==> config.mk <==
export PLATFORM = sky130hd
export DESIGN_NAME = hole_pocket_detector
export DESIGN_NICKNAME = d
export VERILOG_FILES = /design/src/rtl/hole_pkg.sv /design/src/rtl/pocket_tracker.sv /design/src/rtl/hole_pocket_detector.sv
export SDC_FILE = /design/constraint.sdc
export NUM_CORES = 1
export LEC_CHECK = 0
export BUFFER_PORTS_ARGS = -buffer_cell sky130_fd_sc_hd__buf_2
export CAP_MARGIN = 40
export CORE_MARGIN = 2
export CORE_UTILIZATION = 45
export DETAILED_ROUTE_END_ITERATION = 10
export PLACE_DENSITY = 0.71
export SYNTH_ARGS = -nofsm -noshare
export SYNTH_HDL_FRONTEND = slang
export SYNTH_SLANG_ARGS = --single-unit
==> constraint.sdc <==
create_clock -name clk -period 2.28 [get_ports clk]
set_input_delay 0.114 -clock clk [delete_from_list [all_inputs] [get_ports clk]]
set_output_delay 0.114 -clock clk [all_outputs]
set_load 0.02 [all_outputs]
==> src/rtl/hole_pkg.sv <==
// Shared types and constants for the hole/pocket detection slice.
package hole_pkg;

  typedef enum logic [1:0] {
    FREE     = 2'd0,
    ENTERING = 2'd1,
    POCKETED = 2'd2
  } ball_state_t;

  localparam int unsigned CNT_W                     = 10;
  localparam logic [7:0]  TRANSPARENT_ENCODING      = 8'hFF;
  localparam int unsigned DEFAULT_OVERLAP_THRESHOLD = 16;
  localparam int unsigned DEFAULT_CONSEC_FRAMES     = 2;

endpackage

==> src/rtl/pocket_tracker.sv <==
// Per-ball overlap accumulator and FREE/ENTERING/POCKETED state machine,
// evaluated once per frame on the start-of-frame pulse.
module pocket_tracker
  import hole_pkg::*;
#(
  parameter int unsigned OVERLAP_THRESHOLD = DEFAULT_OVERLAP_THRESHOLD,
  parameter int unsigned CONSEC_FRAMES     = DEFAULT_CONSEC_FRAMES
) (
  input  logic clk,
  input  logic reset,
  input  logic start_of_frame,
  input  logic overlap,
  input  logic clear,
  output logic pocket_pulse,
  output logic pocketed
);

  localparam int unsigned FRM_W = (CONSEC_FRAMES > 1) ? $clog2(CONSEC_FRAMES + 1) : 1;

  ball_state_t      state, state_n;
  logic [CNT_W-1:0] cnt, cnt_n;
  logic [FRM_W-1:0] frm, frm_n, frm_inc;
  logic             pulse_n, pocketed_n;
  logic             qualify;

  always_ff @(posedge clk or posedge reset) begin
    if (reset) begin
      state        <= FREE;
      cnt          <= '0;
      frm          <= '0;
      pocket_pulse <= 1'b0;
      pocketed     <= 1'b0;
    end else begin
      state        <= state_n;
      cnt          <= cnt_n;
      frm          <= frm_n;
      pocket_pulse <= pulse_n;
      pocketed     <= pocketed_n;
    end
  end

  // The start-of-frame pixel belongs to the new frame: evaluate the old count,
  // then reload with this cycle's overlap.
  always_comb begin
    state_n    = state;
    cnt_n      = cnt;
    frm_n      = frm;
    pulse_n    = 1'b0;
    pocketed_n = pocketed;
    qualify    = 32'(cnt) >= OVERLAP_THRESHOLD;
    frm_inc    = frm + FRM_W'(1);

    if (clear) begin
      state_n    = FREE;
      cnt_n      = '0;
      frm_n      = '0;
      pocketed_n = 1'b0;
    end else if (start_of_frame) begin
      cnt_n = {{(CNT_W-1){1'b0}}, overlap};
      unique case (state)
        FREE: begin
          if (qualify) begin
            if (CONSEC_FRAMES <= 1) begin
              state_n    = POCKETED;
              pulse_n    = 1'b1;
              pocketed_n = 1'b1;
            end else begin
              state_n = ENTERING;
            end
            frm_n = FRM_W'(1);
          end
        end
        ENTERING: begin
          if (qualify) begin
            frm_n = frm_inc;
            if (32'(frm_inc) >= CONSEC_FRAMES) begin
              state_n    = POCKETED;
              pulse_n    = 1'b1;
              pocketed_n = 1'b1;
            end
          end else begin
            state_n = FREE;
            frm_n   = '0;
          end
        end
        POCKETED: state_n = POCKETED;
        default: begin
          state_n = FREE;
          frm_n   = '0;
        end
      endcase
    end else if (overlap && (cnt != '1)) begin
      cnt_n = cnt + CNT_W'(1);
    end
  end

endmodule

==> src/rtl/hole_pocket_detector.sv <==
// Detects balls falling into a hole from per-pixel layer overlap and keeps a
// saturating count of pocket events.
module hole_pocket_detector
  import hole_pkg::*;
#(
  parameter int unsigned NUM_BALLS         = 4,
  parameter int unsigned OVERLAP_THRESHOLD = DEFAULT_OVERLAP_THRESHOLD,
  parameter int unsigned CONSEC_FRAMES     = DEFAULT_CONSEC_FRAMES
) (
  input  logic                 clk,
  input  logic                 reset,
  input  logic                 startOfFrame,
  input  logic                 drawingRequestHole,
  input  logic [NUM_BALLS-1:0] drawingRequestBalls,
  input  logic                 clearPocketed,
  output logic [NUM_BALLS-1:0] pocketPulse,
  output logic [NUM_BALLS-1:0] pocketedMask,
  output logic [3:0]           pocketCount
);

  logic [7:0] pulse_pop;
  logic [8:0] count_sum;
  logic [3:0] count_n;

  for (genvar g = 0; g < NUM_BALLS; g++) begin : g_ball
    pocket_tracker #(
      .OVERLAP_THRESHOLD(OVERLAP_THRESHOLD),
      .CONSEC_FRAMES    (CONSEC_FRAMES)
    ) u_tracker (
      .clk           (clk),
      .reset         (reset),
      .start_of_frame(startOfFrame),
      .overlap       (drawingRequestHole & drawingRequestBalls[g]),
      .clear         (clearPocketed),
      .pocket_pulse  (pocketPulse[g]),
      .pocketed      (pocketedMask[g])
    );
  end

  always_comb begin
    pulse_pop = '0;
    for (int unsigned i = 0; i < NUM_BALLS; i++) begin
      pulse_pop = pulse_pop + 8'(pocketPulse[i]);
    end
    count_sum = {5'd0, pocketCount} + {1'b0, pulse_pop};
    count_n   = (count_sum > 9'd15) ? 4'hF : count_sum[3:0];
  end

  always_ff @(posedge clk or posedge reset) begin
    if (reset) begin
      pocketCount <= '0;
    end else begin
      pocketCount <= count_n;
    end
  end

endmodule

After elaboration in Yosys (flattened, before gate mapping):

Cells that the tools add are included.

* memory bits (writable): 0
* register bits after elaboration: 68
* bits in read-only memories: 0
* memories: 0
* word-level logic and storage cells: 200
* latch bits: 0
* output and inout bits: 12

* div/mod/pow operators: 0
* shifts and indexed selects: 0
* eq/ne operators: 24
* muxes and demuxes: 93
* $lt $le $gt $ge: 9
* $add $sub $neg: 12
* multiply operators: 0
* reductions and logical operators: 37
* bitwise operators: 4

Operator list (number)
* $mux W10: 12
* $mux W2: 32
* $pmux W2 S3: 8
* $add A10 B1 Y10 const B: 4
* $ge A10 B5 Y1 const B: 4
* $mux W1: 40
* $ne A10 B10 Y1 const B: 4
* $reduce_bool A2 Y1: 13
* $reduce_and A3 Y1: 8
* $ne A4 B4 Y1 const B: 4
* $reduce_and A4 Y1: 4
* $ne A3 B2 Y1 const B: 4
* $reduce_bool A3 Y1: 4
* $add A2 B1 Y2 const B: 4
* $eq A2 B1 Y1 const B: 4
* $eq A2 B2 Y1 const B: 4
* $ge A2 B2 Y1 const B: 4
* $logic_not A2 Y1: 4
* $ne A2 B2 Y1 const B: 4
* $add A4 B4 Y5: 1
* $gt A5 B4 Y1 const B: 1
* $add A3 B1 Y4: 1
* $and A1 B1 Y1: 4
* $logic_and A1 B1 Y1: 4
* 3 further kinds: 3

Logic depth before layout (Yosys ltp):

* depth in word-level cells: 7
* gate-level depth with buffers: 8
* mapped depth without buffers: 8

Cells and area by module:

A second synthesis with hierarchy kept.

* cells, all modules: 400
* area, all modules: 3753.6 sq um

By module, submodules not included
* pocket_tracker: times used 4, cells each 93, sequential area each 400.4 sq um, area an instance 869.6 sq um
* hole_pocket_detector: times used 1, cells each 28, sequential area each 100.1 sq um, area an instance 275.3 sq um

Worst setup path after synthesis:

Ideal clock, no wire load.

* path kind: register to register
* start point: register pocketCount[0]
* end point: register pocketCount[1]
* data arrival time: 2055 ps
* cell stages (with the launch flop): 7
* path slack: 104 ps
* path through: dfrtp_1 -> fa_1 -> inv_1 -> fa_1 -> inv_1 -> fa_1 -> nand2b_1

* cells in the longest elaborated chain, start to end: 3

RTL lines
* start, declared: RTL line hole_pocket_detector.sv:18 `output logic [3:0] pocketCount`
* start signal, assigned: RTL line hole_pocket_detector.sv:53 `pocketCount <= count_n;`
* $add A4 B4 Y5 *: RTL line hole_pocket_detector.sv:45 `count_sum = {5'd0, pocketCount} + {1'b0, pulse_pop};`
* $gt A5 B4 Y1: RTL line hole_pocket_detector.sv:46 `count_n = (count_sum > 9'd15) ? 4'hF : count_sum[3:0];`
* $mux W4 *: RTL line hole_pocket_detector.sv:46
* via count_n[1]: RTL line hole_pocket_detector.sv:23 `logic [3:0] count_n;`

The timed path passes the listed nets; every way through them passes the cells marked *.
A chain may end at the register's enable or synchronous reset.

Worst setup path after layout:

Same ends and word-level chain as after synthesis.

==> reports/results.tsv <==
metric	value	unit
Pwr Density	527	nW/µm²
Max Buffers Root-to-Sink	2	
Worst setup EP type	flop	
routed len/inst	14.2	µm
layout cell share with drive strength beyond 1	12.4	%
Comb power frac	5.1	%
post-route minimum period	2.16	ns
clk_lat worst skew	0.34	ns
Placed Area	3990	µm²
setup bufs post-CTS	0	
startpoint types	flop	
DRT antenna net count	0	
initial antenna violation count	0	
Core Area	8260	µm²
Syn Area/Cell	9.42	µm²
run status	complete, no violations	
Net Sw Power	0.000543	W
H-Tree Depth	3	
R2R setup slack	0.12	ns
routed wire length	7600	µm
vias in the first global route	2851	
post-route cell area	4180	µm²
worst hold start	drawingRequestBalls[0]	
Root Driver	clkbuf_8	
# nets final	445	
Int Power	0.00166	W
max-slew violations	0	
CTS tree	done	
switching share of power	24.7	%
post-synth design cell area	3850	µm²
Clock transition at path regs	0.07	ns
r2r worst-path depth	6	
Slew headroom	58.0	%
critical path peak fanout	2	
Starting Density	46.7	%
Max Clk Rate	462	MHz
final setup margin	0.117	ns
setup TNS	0	ns
total track usage	18.3	%
sequential share of power	55.3	%
die height	96.5	µm
First DRT Iteration DRCs	91	
syn_nets	430	
CP required	2.51	ns
worst hold slack	0.0826	ns
global-route wire length before repair	13200	µm
Cells on Worst Hold Path	3	
GRT overflow	0	
IO Pins	21	
Hold Fails Final Rpt	0	
Via Count	3042	
ANT cells	0	
CTS Hold Bufs	2	
CTS Buf Count	9	
post-synthesis sequential area ratio	44.2	%
clock sinks	68	
Die Area	9320	µm²
Slew @ Worst Pin	0.627	ns
Worst Path Arrival	2.40	ns
pre-CTS setup slack	0.139	ns
period utilization	94.9	%
Yosys reg bits	68	
ys async rst share	100	%
worst reg2reg endpoint	pocketCount[1]$_DFF_PP0_	
RSZ-0062 raised after global routing	no	
worst min path class	input pin to flop	
most used flip-flop cell after synthesis	dfrtp_1	
Area Overhead vs Synth	8.38	%
drt drc	0	
# port buffers	20	
vias per std cell	5.70	
kind of critical path	flop to flop	
DP Wirelength	5130	µm
Yosys cell types	53	
post-CTS sizing	0	
Peak VDD IR	0.000254	V
1st-pass router iterations	4	
largest net degree at the start of global routing	39	
row cnt	33	
Worst Hold Path EP	g_ball[0].u_tracker.cnt[1]$_DFFE_PP0P_	
R2R Path Start	pocketCount[0]$_DFF_PP0_	
max-cap violation count	0	
Leakage	1.76	nW
synthesized netlist cell count	409	
final setup vio count	0	
YS warnings	0	
EDFF count, synth	0	
Worst Clk Skew	0.00486	ns
Clk pwr share	39.6	%
die width	96.5	µm
GPL Wtd Cong	0.786	
## metrics by stage
| stage | util (%) | total power (W) | cells |
|---|---|---|---|
| floorplan | - | 0.00131 | 409 |
| finish | 50.6 | 0.00220 | 534 |
| global placement | 48.3 | 0.00135 | 516 |
| global route | 50.6 | 0.00229 | 534 |
| detailed placement | 48.3 | 0.00135 | 516 |
| CTS | 50.6 | 0.00224 | 534 |
## cells in the final DEF (no fill, tap or decap), drive strengths merged, types with 6 or more instances in the layout
master	instances
o21ai	13
mux2i	7
o211ai	6
nand4	17
nand2	38
buf	25
nor3	7
ha	9
and4	9
nor2	30
dfrtp	68
clkbuf	11
a21oi	34
a31oi	12
xnor2	7
or3	10
nand2b	9
nand3	18
inv	23
nand3b	8
and3	6
xor2	6
## area by class of cell
| cell class | instances | area (µm²) |
|---|---|---|
| Fill cell | 795 | 4080 |
| Multi-Input combinational cell | 295 | 1930 |
| Sequential cell | 68 | 1700 |
| Timing Repair Buffer | 27 | 158 |
| Clock buffer | 11 | 141 |
| Tap cell | 105 | 131 |
| Inverter | 23 | 86.3 |
| Clock inverter | 5 | 27.5 |
## cells by family (layout without fill, tap and decap cells)
group,after synthesis,after routing,share of synthesized area [%]
simple gates,173,173,25.6
buf+inv,46,66,5.75
fa+ha+maj,12,12,4.48
mux,8,8,2.21
compound gates,89,89,14.8
xor+xnor,13,13,2.96
flops,68,68,44.2
## state kept, by name, summed over array words and instances (netlist names)
signal / flops
g_ball.u_tracker.pocketed: 4
g_ball.u_tracker.pocket_pulse: 4
g_ball.u_tracker.frm: 8
g_ball.u_tracker.cnt: 40
g_ball.u_tracker.state: 8
pocketCount: 4
## cell usage after synthesis (3+ instances only)
| library cell | count | area (µm²) |
|---|---|---|
| nand2_1 | 37 | 139 |
| buf_4 | 8 | 60.1 |
| nor4_1 | 5 | 31.3 |
| or3_1 | 9 | 56.3 |
| and4_1 | 9 | 78.8 |
| xor2_1 | 6 | 52.6 |
| and3_1 | 5 | 31.3 |
| a21oi_1 | 34 | 170 |
| mux2i_1 | 7 | 70.1 |
| nor3_1 | 5 | 25.0 |
| nand3_1 | 18 | 90.1 |
| xnor2_1 | 7 | 61.3 |
| clkbuf_1 | 10 | 37.5 |
| buf_2 | 3 | 15.0 |
| nor2_1 | 30 | 113 |
| or4_1 | 4 | 30.0 |
| inv_1 | 23 | 86.3 |
| dfrtp_1 | 68 | 1700 |
| o31ai_1 | 5 | 37.5 |
| a311oi_1 | 3 | 26.3 |
| fa_1 | 3 | 60.1 |
| nand3b_1 | 8 | 60.1 |
| o41ai_1 | 4 | 35.0 |
| and2_1 | 4 | 25.0 |
| o21ai_0 | 13 | 65.1 |
| ha_1 | 9 | 113 |
| o211ai_1 | 6 | 45.0 |
| a31oi_1 | 12 | 75.1 |
| nand2b_1 | 9 | 56.3 |
| nand4_1 | 15 | 93.8 |
## per-layer routing
layer,global-route usage [%],up-vias,wire length (µm)
li1,-,1508,-
met1,23.8,1480,3590
met2,30.3,43,3670
met3,4.42,11,238
met4,5.52,0,99
met5,0,-,0
## critical path, cell delays in order (launching register included)
cell and delay (ns):
dfrtp_1 0.40, fa_1 0.55, inv_1 0.06, fa_1 0.40, inv_1 0.09, fa_1 0.40, nand2b_1 0.15
## worst max-delay path by stage
stage | from | to | cells past startpoint
4_1_cts | pocketCount[0]$_DFF_PP0_ | pocketCount[1]$_DFF_PP0_ | 6
5_1_grt | pocketCount[0]$_DFF_PP0_ | pocketCount[1]$_DFF_PP0_ | 6
3_3_place_gp | pocketCount[0]$_DFF_PP0_ | pocketCount[1]$_DFF_PP0_ | 6
3_5_place_dp | pocketCount[0]$_DFF_PP0_ | pocketCount[1]$_DFF_PP0_ | 6
2_1_floorplan | pocketCount[0]$_DFF_PP0_ | pocketCount[1]$_DFF_PP0_ | 6
6_report | pocketCount[0]$_DFF_PP0_ | pocketCount[1]$_DFF_PP0_ | 6
## power groups by stage
stage | clock network [W] | logic, W | registers [W]
3_5_place_dp | 0 | 0.000112 | 0.00124
5_1_grt | 0.000940 | 0.000129 | 0.00122
4_1_cts | 0.000903 | 0.000115 | 0.00122
6_report | 0.000870 | 0.000112 | 0.00122
3_3_place_gp | 0 | 0.000110 | 0.00124
2_1_floorplan | 0 | 0.0000751 | 0.00124
No activity file was read; power rests on OpenSTA's default activity.
